### src/rtl/exe_pkg.sv
// Shared types for the execute stage.
//   alu_op_t    : ALU, multiply and divide operation select (5 bits)
//   ctrl_t      : control bundle arriving from ID/EXE
//   div_state_t : iterative divider state, exposed for observation
//   F3_*        : funct3 encodings of the branch conditions
//   fwd_select  : per-source operand forwarding choice
package exe_pkg;

    typedef enum logic [4:0] {
        ALU_ADD    = 5'd0,
        ALU_SUB    = 5'd1,
        ALU_SLL    = 5'd2,
        ALU_SLT    = 5'd3,
        ALU_SLTU   = 5'd4,
        ALU_XOR    = 5'd5,
        ALU_SRL    = 5'd6,
        ALU_SRA    = 5'd7,
        ALU_OR     = 5'd8,
        ALU_AND    = 5'd9,
        ALU_LUI    = 5'd10,
        ALU_AUIPC  = 5'd11,
        ALU_MUL    = 5'd12,
        ALU_MULH   = 5'd13,
        ALU_MULHSU = 5'd14,
        ALU_MULHU  = 5'd15,
        ALU_DIV    = 5'd16,
        ALU_DIVU   = 5'd17,
        ALU_REM    = 5'd18,
        ALU_REMU   = 5'd19
    } alu_op_t;

    typedef struct packed {
        logic rd_src;
        logic mem_to_reg;
        logic mem_write;
        logic mem_read;
        logic reg_write;
        logic alu_src;
        logic branch;
        logic jal;
        logic jalr;
    } ctrl_t;

    typedef enum logic [1:0] {
        IDLE = 2'd0,
        BUSY = 2'd1,
        DONE = 2'd2
    } div_state_t;

    localparam logic [2:0] F3_BEQ  = 3'b000;
    localparam logic [2:0] F3_BNE  = 3'b001;
    localparam logic [2:0] F3_BLT  = 3'b100;
    localparam logic [2:0] F3_BGE  = 3'b101;
    localparam logic [2:0] F3_BLTU = 3'b110;
    localparam logic [2:0] F3_BGEU = 3'b111;

    // MEM result wins over WB result; x0 is never forwarded.
    function automatic logic [31:0] fwd_select(
        input logic [4:0]  addr,
        input logic [31:0] rf_data,
        input logic        mem_we,
        input logic [4:0]  mem_rd,
        input logic [31:0] mem_data,
        input logic        wb_we,
        input logic [4:0]  wb_rd,
        input logic [31:0] wb_data
    );
        logic [31:0] sel;
        sel = rf_data;
        if (addr != 5'd0) begin
            if (mem_we && (mem_rd == addr)) begin
                sel = mem_data;
            end else if (wb_we && (wb_rd == addr)) begin
                sel = wb_data;
            end
        end
        return sel;
    endfunction

endpackage

### src/rtl/div_iter.sv
// Iterative radix-2 restoring divider, one quotient bit per cycle.
// Ports:
//   clk, rst   : clock, asynchronous active-high reset
//   start      : begin a divide with a/b (sampled in IDLE only)
//   signed_op  : treat a/b as two's complement (DIV/REM)
//   rem_op     : return the remainder instead of the quotient
//   a, b       : dividend, divisor
//   busy       : high while shift-subtract steps are running
//   done       : one-cycle pulse; result is valid in that same cycle
//   result     : sign-corrected quotient or remainder
//   state      : current FSM state
// Handshake: start is accepted only in IDLE; a/b/signed_op/rem_op are
// captured on that edge and ignored afterwards. Completion is the single
// cycle in which done is high; there is no back-pressure on the result.
module div_iter
    import exe_pkg::*;
(
    input  logic        clk,
    input  logic        rst,
    input  logic        start,
    input  logic        signed_op,
    input  logic        rem_op,
    input  logic [31:0] a,
    input  logic [31:0] b,
    output logic        busy,
    output logic        done,
    output logic [31:0] result,
    output div_state_t  state
);

    logic [31:0] quo;
    logic [31:0] rem;
    logic [31:0] dvs;
    logic [4:0]  cnt;
    logic        neg_q;
    logic        neg_r;
    logic        rem_sel;

    logic [32:0] rem_shift;
    logic [31:0] rem_sub;
    logic        fits;
    logic [31:0] abs_a;
    logic [31:0] abs_b;
    logic [31:0] q_fix;
    logic [31:0] r_fix;

    assign abs_a = (signed_op && a[31]) ? (~a + 32'd1) : a;
    assign abs_b = (signed_op && b[31]) ? (~b + 32'd1) : b;

    // Partial remainder stays below the divisor, so the shifted value fits
    // in 33 bits and the difference, when taken, fits back into 32.
    assign rem_shift = {rem, quo[31]};
    assign fits      = (rem_shift >= {1'b0, dvs});
    assign rem_sub   = rem_shift[31:0] - dvs;

    always_ff @(posedge clk or posedge rst) begin
        if (rst) begin
            state   <= IDLE;
            cnt     <= 5'd0;
            quo     <= 32'd0;
            rem     <= 32'd0;
            dvs     <= 32'd0;
            neg_q   <= 1'b0;
            neg_r   <= 1'b0;
            rem_sel <= 1'b0;
        end else begin
            case (state)
                IDLE: begin
                    if (start) begin
                        quo     <= abs_a;
                        rem     <= 32'd0;
                        dvs     <= abs_b;
                        // A zero divisor must yield all-ones, so no negation.
                        neg_q   <= signed_op && (a[31] ^ b[31]) && (b != 32'd0);
                        neg_r   <= signed_op && a[31];
                        rem_sel <= rem_op;
                        cnt     <= 5'd0;
                        state   <= BUSY;
                    end
                end
                BUSY: begin
                    quo <= {quo[30:0], fits};
                    rem <= fits ? rem_sub : rem_shift[31:0];
                    if (cnt == 5'd31) begin
                        state <= DONE;
                    end else begin
                        cnt <= cnt + 5'd1;
                    end
                end
                DONE: begin
                    state <= IDLE;
                end
                default: begin
                    state <= IDLE;
                end
            endcase
        end
    end

    assign q_fix  = neg_q ? (~quo + 32'd1) : quo;
    assign r_fix  = neg_r ? (~rem + 32'd1) : rem;
    assign result = rem_sel ? r_fix : q_fix;
    assign busy   = (state == BUSY);
    assign done   = (state == DONE);

endmodule

### src/rtl/exe_stage.sv
// Execute stage of the RV32IM pipeline: operand forwarding, ALU and
// M-extension results, branch/jump resolution and the EXE/MEM register.
// Ports:
//   clk, rst                 : clock, asynchronous active-high reset
//   ID_*                     : instruction fields from the ID/EXE register
//   fwd_mem_data             : rd value currently in MEM
//   fwd_wb_*                 : writeback value, destination and enable
//   EXE_*                    : registered EXE/MEM outputs
//   branch_taken/_target     : combinational redirect to fetch
//   exe_stall                : combinational hold of IF/ID and ID/EXE
module exe_stage
    import exe_pkg::*;
#(
    parameter int XLEN         = 32,
    parameter bit DIV_FASTPATH = 1'b1
) (
    input  logic            clk,
    input  logic            rst,
    input  logic            ID_valid,
    input  ctrl_t           ID_ctrl,
    input  alu_op_t         ID_alu_op,
    input  logic [2:0]      ID_funct3,
    input  logic [XLEN-1:0] ID_pc,
    input  logic [XLEN-1:0] ID_imm,
    input  logic [XLEN-1:0] ID_rs1_data,
    input  logic [XLEN-1:0] ID_rs2_data,
    input  logic [4:0]      ID_rs1_addr,
    input  logic [4:0]      ID_rs2_addr,
    input  logic [4:0]      ID_rd_addr,
    input  logic [XLEN-1:0] fwd_mem_data,
    input  logic [XLEN-1:0] fwd_wb_data,
    input  logic [4:0]      fwd_wb_rd_addr,
    input  logic            fwd_wb_RegWrite,
    output logic            EXE_RDSrc,
    output logic            EXE_MemtoReg,
    output logic            EXE_MemWrite,
    output logic            EXE_MemRead,
    output logic            EXE_RegWrite,
    output logic [XLEN-1:0] EXE_pc_to_reg,
    output logic [XLEN-1:0] EXE_ALU_out,
    output logic [XLEN-1:0] EXE_rs2_data,
    output logic [4:0]      EXE_rd_addr,
    output logic [2:0]      EXE_funct3,
    output logic            branch_taken,
    output logic [XLEN-1:0] branch_target,
    output logic            exe_stall
);

    ctrl_t       ctrl_v;
    logic [31:0] rs1_fwd;
    logic [31:0] rs2_fwd;
    logic [31:0] op_a;
    logic [31:0] op_b;
    logic [31:0] alu_result;

    // A bubble carries no control at all.
    assign ctrl_v = ID_valid ? ID_ctrl : '0;

    assign rs1_fwd = fwd_select(ID_rs1_addr, ID_rs1_data, EXE_RegWrite, EXE_rd_addr,
                                fwd_mem_data, fwd_wb_RegWrite, fwd_wb_rd_addr, fwd_wb_data);
    assign rs2_fwd = fwd_select(ID_rs2_addr, ID_rs2_data, EXE_RegWrite, EXE_rd_addr,
                                fwd_mem_data, fwd_wb_RegWrite, fwd_wb_rd_addr, fwd_wb_data);

    assign op_a = rs1_fwd;
    assign op_b = ctrl_v.alu_src ? ID_imm : rs2_fwd;

    // Multiply: 64-bit product of sign/zero-extended operands; the low
    // 64 bits of the modular product are exact for every signedness mix.
    logic        mul_a_sgn;
    logic        mul_b_sgn;
    logic [63:0] mul_a;
    logic [63:0] mul_b;
    logic [63:0] product;

    assign mul_a_sgn = (ID_alu_op == ALU_MUL) || (ID_alu_op == ALU_MULH) || (ID_alu_op == ALU_MULHSU);
    assign mul_b_sgn = (ID_alu_op == ALU_MUL) || (ID_alu_op == ALU_MULH);
    assign mul_a     = {{32{mul_a_sgn & op_a[31]}}, op_a};
    assign mul_b     = {{32{mul_b_sgn & op_b[31]}}, op_b};
    assign product   = mul_a * mul_b;

    // Divide: special cases finish combinationally, the rest iterate.
    logic        is_div;
    logic        div_signed;
    logic        div_rem;
    logic        div_zero;
    logic        div_ovf;
    logic        div_fast;
    logic        div_start;
    logic        div_busy;
    logic        div_done;
    logic [31:0] div_result;
    logic [31:0] fast_result;
    div_state_t  div_state;

    assign is_div     = (ID_alu_op == ALU_DIV) || (ID_alu_op == ALU_DIVU) ||
                        (ID_alu_op == ALU_REM) || (ID_alu_op == ALU_REMU);
    assign div_signed = (ID_alu_op == ALU_DIV) || (ID_alu_op == ALU_REM);
    assign div_rem    = (ID_alu_op == ALU_REM) || (ID_alu_op == ALU_REMU);
    assign div_zero   = (op_b == 32'd0);
    assign div_ovf    = div_signed && (op_a == 32'h8000_0000) && (op_b == 32'hFFFF_FFFF);
    assign div_fast   = DIV_FASTPATH && (div_zero || div_ovf);

    assign fast_result = div_rem ? (div_zero ? op_a : 32'd0)
                                 : (div_zero ? 32'hFFFF_FFFF : 32'h8000_0000);

    // Reset gates the start so an aborted divide cannot re-arm the stall
    // while rst is still held.
    assign div_start = ~rst && ID_valid && is_div && !div_fast && (div_state == IDLE);
    assign exe_stall = div_start || div_busy;

    div_iter u_div (
        .clk       (clk),
        .rst       (rst),
        .start     (div_start),
        .signed_op (div_signed),
        .rem_op    (div_rem),
        .a         (op_a),
        .b         (op_b),
        .busy      (div_busy),
        .done      (div_done),
        .result    (div_result),
        .state     (div_state)
    );

    always_comb begin
        alu_result = 32'd0;
        case (ID_alu_op)
            ALU_ADD:    alu_result = op_a + op_b;
            ALU_SUB:    alu_result = op_a - op_b;
            ALU_SLL:    alu_result = op_a << op_b[4:0];
            ALU_SLT:    alu_result = {31'd0, $signed(op_a) < $signed(op_b)};
            ALU_SLTU:   alu_result = {31'd0, op_a < op_b};
            ALU_XOR:    alu_result = op_a ^ op_b;
            ALU_SRL:    alu_result = op_a >> op_b[4:0];
            ALU_SRA:    alu_result = $signed(op_a) >>> op_b[4:0];
            ALU_OR:     alu_result = op_a | op_b;
            ALU_AND:    alu_result = op_a & op_b;
            ALU_LUI:    alu_result = ID_imm;
            ALU_AUIPC:  alu_result = ID_pc + ID_imm;
            ALU_MUL:    alu_result = product[31:0];
            ALU_MULH,
            ALU_MULHSU,
            ALU_MULHU:  alu_result = product[63:32];
            ALU_DIV,
            ALU_DIVU,
            ALU_REM,
            ALU_REMU:   alu_result = div_done ? div_result : fast_result;
            default:    alu_result = 32'd0;
        endcase
    end

    // Branch resolution compares the forwarded registers, never the immediate.
    logic cond;
    always_comb begin
        cond = 1'b0;
        case (ID_funct3)
            F3_BEQ:  cond = (rs1_fwd == rs2_fwd);
            F3_BNE:  cond = (rs1_fwd != rs2_fwd);
            F3_BLT:  cond = ($signed(rs1_fwd) <  $signed(rs2_fwd));
            F3_BGE:  cond = ($signed(rs1_fwd) >= $signed(rs2_fwd));
            F3_BLTU: cond = (rs1_fwd <  rs2_fwd);
            F3_BGEU: cond = (rs1_fwd >= rs2_fwd);
            default: cond = 1'b0;
        endcase
    end

    assign branch_taken  = ctrl_v.jal || ctrl_v.jalr || (ctrl_v.branch && cond);
    assign branch_target = ctrl_v.jalr ? ((rs1_fwd + ID_imm) & ~32'd1) : (ID_pc + ID_imm);

    // EXE/MEM register: a stalled cycle inserts a bubble and holds the data.
    always_ff @(posedge clk or posedge rst) begin
        if (rst) begin
            EXE_RDSrc     <= 1'b0;
            EXE_MemtoReg  <= 1'b0;
            EXE_MemWrite  <= 1'b0;
            EXE_MemRead   <= 1'b0;
            EXE_RegWrite  <= 1'b0;
            EXE_pc_to_reg <= '0;
            EXE_ALU_out   <= '0;
            EXE_rs2_data  <= '0;
            EXE_rd_addr   <= 5'd0;
            EXE_funct3    <= 3'd0;
        end else if (exe_stall) begin
            EXE_RDSrc     <= 1'b0;
            EXE_MemtoReg  <= 1'b0;
            EXE_MemWrite  <= 1'b0;
            EXE_MemRead   <= 1'b0;
            EXE_RegWrite  <= 1'b0;
        end else begin
            EXE_RDSrc     <= ctrl_v.rd_src;
            EXE_MemtoReg  <= ctrl_v.mem_to_reg;
            EXE_MemWrite  <= ctrl_v.mem_write;
            EXE_MemRead   <= ctrl_v.mem_read;
            EXE_RegWrite  <= ctrl_v.reg_write;
            EXE_pc_to_reg <= ID_pc + 32'd4;
            EXE_ALU_out   <= alu_result;
            EXE_rs2_data  <= rs2_fwd;
            EXE_rd_addr   <= ID_rd_addr;
            EXE_funct3    <= ID_funct3;
        end
    end

endmodule

### config.mk
export PLATFORM = sky130hd
export DESIGN_NAME = exe_stage
export DESIGN_NICKNAME = d
export VERILOG_FILES = /design/src/rtl/exe_pkg.sv /design/src/rtl/div_iter.sv /design/src/rtl/exe_stage.sv
export SDC_FILE = /design/constraint.sdc
export NUM_CORES = 2
export LEC_CHECK = 0
export BUFFER_PORTS_ARGS = -buffer_cell sky130_fd_sc_hd__buf_4
export CAP_MARGIN = 20
export CORE_ASPECT_RATIO = 1.5
export CORE_MARGIN = 4
export CORE_UTILIZATION = 55
export CTS_CLUSTER_SIZE = 10
export DETAILED_ROUTE_END_ITERATION = 8
export PLACE_DENSITY = 0.72
export RECOVER_POWER = 25
export SKIP_CTS_REPAIR_TIMING = 1
export SYNTH_ARGS = -nofsm -noshare
export SYNTH_HDL_FRONTEND = slang
export SYNTH_HIERARCHICAL = 1
export SYNTH_SLANG_ARGS = --single-unit
export TNS_END_PERCENT = 1
### constraint.sdc
create_clock -name clk -period 10.9 [get_ports clk]
set_input_delay 1.09 -clock clk [delete_from_list [all_inputs] [get_ports clk]]
set_output_delay 1.09 -clock clk [all_outputs]
set_load 0.01 [all_outputs]
==> flow_summary.yaml <==
run_status:
  status: "finished, violations left"
  violations: "design-rule violations, max-capacitance violations, max-slew violations"
detailed_routing:
  routed_wl_mm: 359.0
  drc: 106
  vias_per_cell: 6.672
  vias: 71350
  highest_layer: "met5"
  dr_wl_met2_mm: 148.7
  wl_met1_mm: 109.8
  drt_iter0_markers: 9775
  met3_length_mm: 47.97
  antenna_left: 0
  firstDrtPassIters: 9
  wl_per_cell_um: 33.57
global_routing:
  grt_remaining_overflow: 0
  grt_max_degree: 85
  grt_pass1_wl_mm: 508.7
  grt_pass1_vias: 73350
  grtUsageTotal_pct: 56.28
  antenna_found_initial: 44
floorplan:
  start_util_pct: 55.43
  die-area_mm2: 0.1259
  die_h_um: 432.6
  rows: 155
  io_pins: 376
  coreArea_mm2: 0.1193
  die_w_um: 291.1
setup_path:
  crit_path_top_delay_cell: "fa_1"
  crit_buf_inv: 13
  max_stage_delay_ns: 0.58
  cpMostUsedCell: "fa_1"
  arrival_ns: 11.38
  worstPathRequired_ns: 11.43
  cp_top_family: "adder cells"
  endpoint_kind: "register"
  cp_max_fo: 8
  setup.worst_path.start_class: "register"
  criticalPathCategory: "register to register"
clock_tree:
  clk_latency_ns: 0.65
  cts_inserted_buffers: 27
  clkTransAtPathRegs_ns: 0.06
  h-tree-depth: 1
  clk_path_buf_depth: 3
  cts-root-buf: "clkbuf_16"
  cts_sinks: 215
  cts_tree: "done"
synthesis:
  ys_types: 99
  synthSimpleGateAreaFrac_pct: 16.23
  synth_top_family_by_area: "adder cells"
  yosysSeqAreaShare_pct: 8.138
  synth_area_mm2: 0.06611
  postSynthCellCount: 8194
  avgSynthCellArea_um2: 8.068
  ys_seq_elements: 215
  synthAdderAreaFrac_pct: 42.56
  synth-compound-area-share_pct: 15.92
  synthArstFlopShare_pct: 100.0
  synth_edf_count: 0
  synth_flop_cell: "dfrtp_1"
  synthXorXnorAreaFrac_pct: 4.478
  syn_nets: 9998
  yosys-mux-area-fraction_pct: 2.371
  ys_warn_count: 6
sta:
  min_period_ns: 10.85
  fin_ws_ns: 0.04649
  hold_viol: 0
  rsz0062_at_grt: "true"
  timing.hold.ws_ns: 0.4796
  worst_pin_slew_ns: 3.956
  max_freq_mhz: 92.14
  setup_viol: 0
  relSlewSlack_pct: -163.7
  finalCritPeriodShare_pct: 99.57
  clock_skew_ns: 0.08440
  maxSlewViolCount: 151
placement:
  placed_area_mm2: 0.07763
  hpwl_mm: 295.3
  dp_slack_ns: -0.7024
  place.gp.congestion: 1.195
  portBuffers: 375
layout:
  postLayoutCellArea_mm2: 0.07872
  final_cell_mix: "1296 x inv_1, 1250 x buf_4, 1189 x nand2_1, 1128 x fa_1, 744 x nor2_1"
  drive_gt1_share_pct: 17.04
  syn2layout_area_growth_pct: 19.07
  final_nets: 10890
  final_common_cell: "inv_1"
run:
  maxCapViolations: 3
worst_hold_path:
  hold_path.class: "register to register"
==> routing by layer <==
metal | track usage (%) | up-vias
met3 | 21.97 | 2483
met2 | 82.41 | 6082
li1 | - | 28420
met5 | 0.3097 | -
met1 | 59.47 | 34350
met4 | 59.80 | 18
==> worst paths after layout <==
check	startpoint	end	slack [ns]	depth (start not counted)
worst max-delay path	EXE_rd_addr[2]	EXE_ALU_out[29]	0.05	37
worst min register to register	u_div/dvs[6]	u_div/dvs[6]	0.48	2
max in group asynchronous	rst	u_div/dvs[9]	5.69	3
worst max register to register	EXE_rd_addr[2]	EXE_ALU_out[29]	0.05	37
worst min-delay path	u_div/dvs[6]	u_div/dvs[6]	0.48	2
min in group asynchronous	rst	u_div/quo[25]	0.80	2
==> logic make-up (layout without fill, tap and decap cells) <==
kind of cell | Yosys count | count (layout)
AOI/OAI and AO/OA | 1609 | 1609
xor gates and xnor gates | 338 | 338
adders and majority gates | 1571 | 1571
buffers and inverters | 1799 | 2696
DFF | 215 | 215
muxes | 155 | 155
other | 0 | 32
and+or+nand+nor | 2507 | 2507
==> cell usage after synthesis (all sizes together), types with 40 or more instances <==
library cell	number	area, µm²
nor4	44	305.3
and3	49	306.5
nand3	84	420.4
inv	1307	4906
nor2	755	2841
a22oi	48	365.3
mux2i	142	1421
o21ai	417	2091
buf	131	549.3
a21oi	366	1836
nand2b	45	289.0
a221oi	40	356.6
nor3	108	540.5
dfrtp	215	5380
ha	441	5518
fa	1130	22620
or3	41	256.5
o211ai	53	402.9
xor2	125	1095
a211oi	52	395.4
a31oi	78	503.0
clkbuf	351	1318
a21o	96	720.7
xnor2	213	1866
nand4	68	425.4
nand2	1194	4484
o22ai	69	437.9
o22a	56	490.5
==> worst min-delay path: stages, from the launching register on <==
cell and delay, ns:
dfrtp_1 0.33, nand2_1 0.05, o21ai_0 0.06
==> layout make-up <==
type                    instances  area [µm²]
diodes                         32       80.08
flip-flops and latches        215        5381
clock buffers                  33       718.2
fillers                      9495       40550
repair buffers               1341       11150
multi-input cells            6180       54410
inverters                    1317        4961
clock inverters                 5       60.06
well taps                    1570        1964
==> metrics by stage <==
step	setup TNS, ns	util, %	cells
floorplan	0	-	8194
global placement	-6.492	65.09	10620
detailed placement	-8.594	65.09	10620
CTS	-0.2124	65.74	10660
global route	-0.04533	65.94	10660
finish	0	66.00	10690
Power is not shown: default switching activity piles up to over one toggle a cycle in this logic, so the estimate is an artifact.
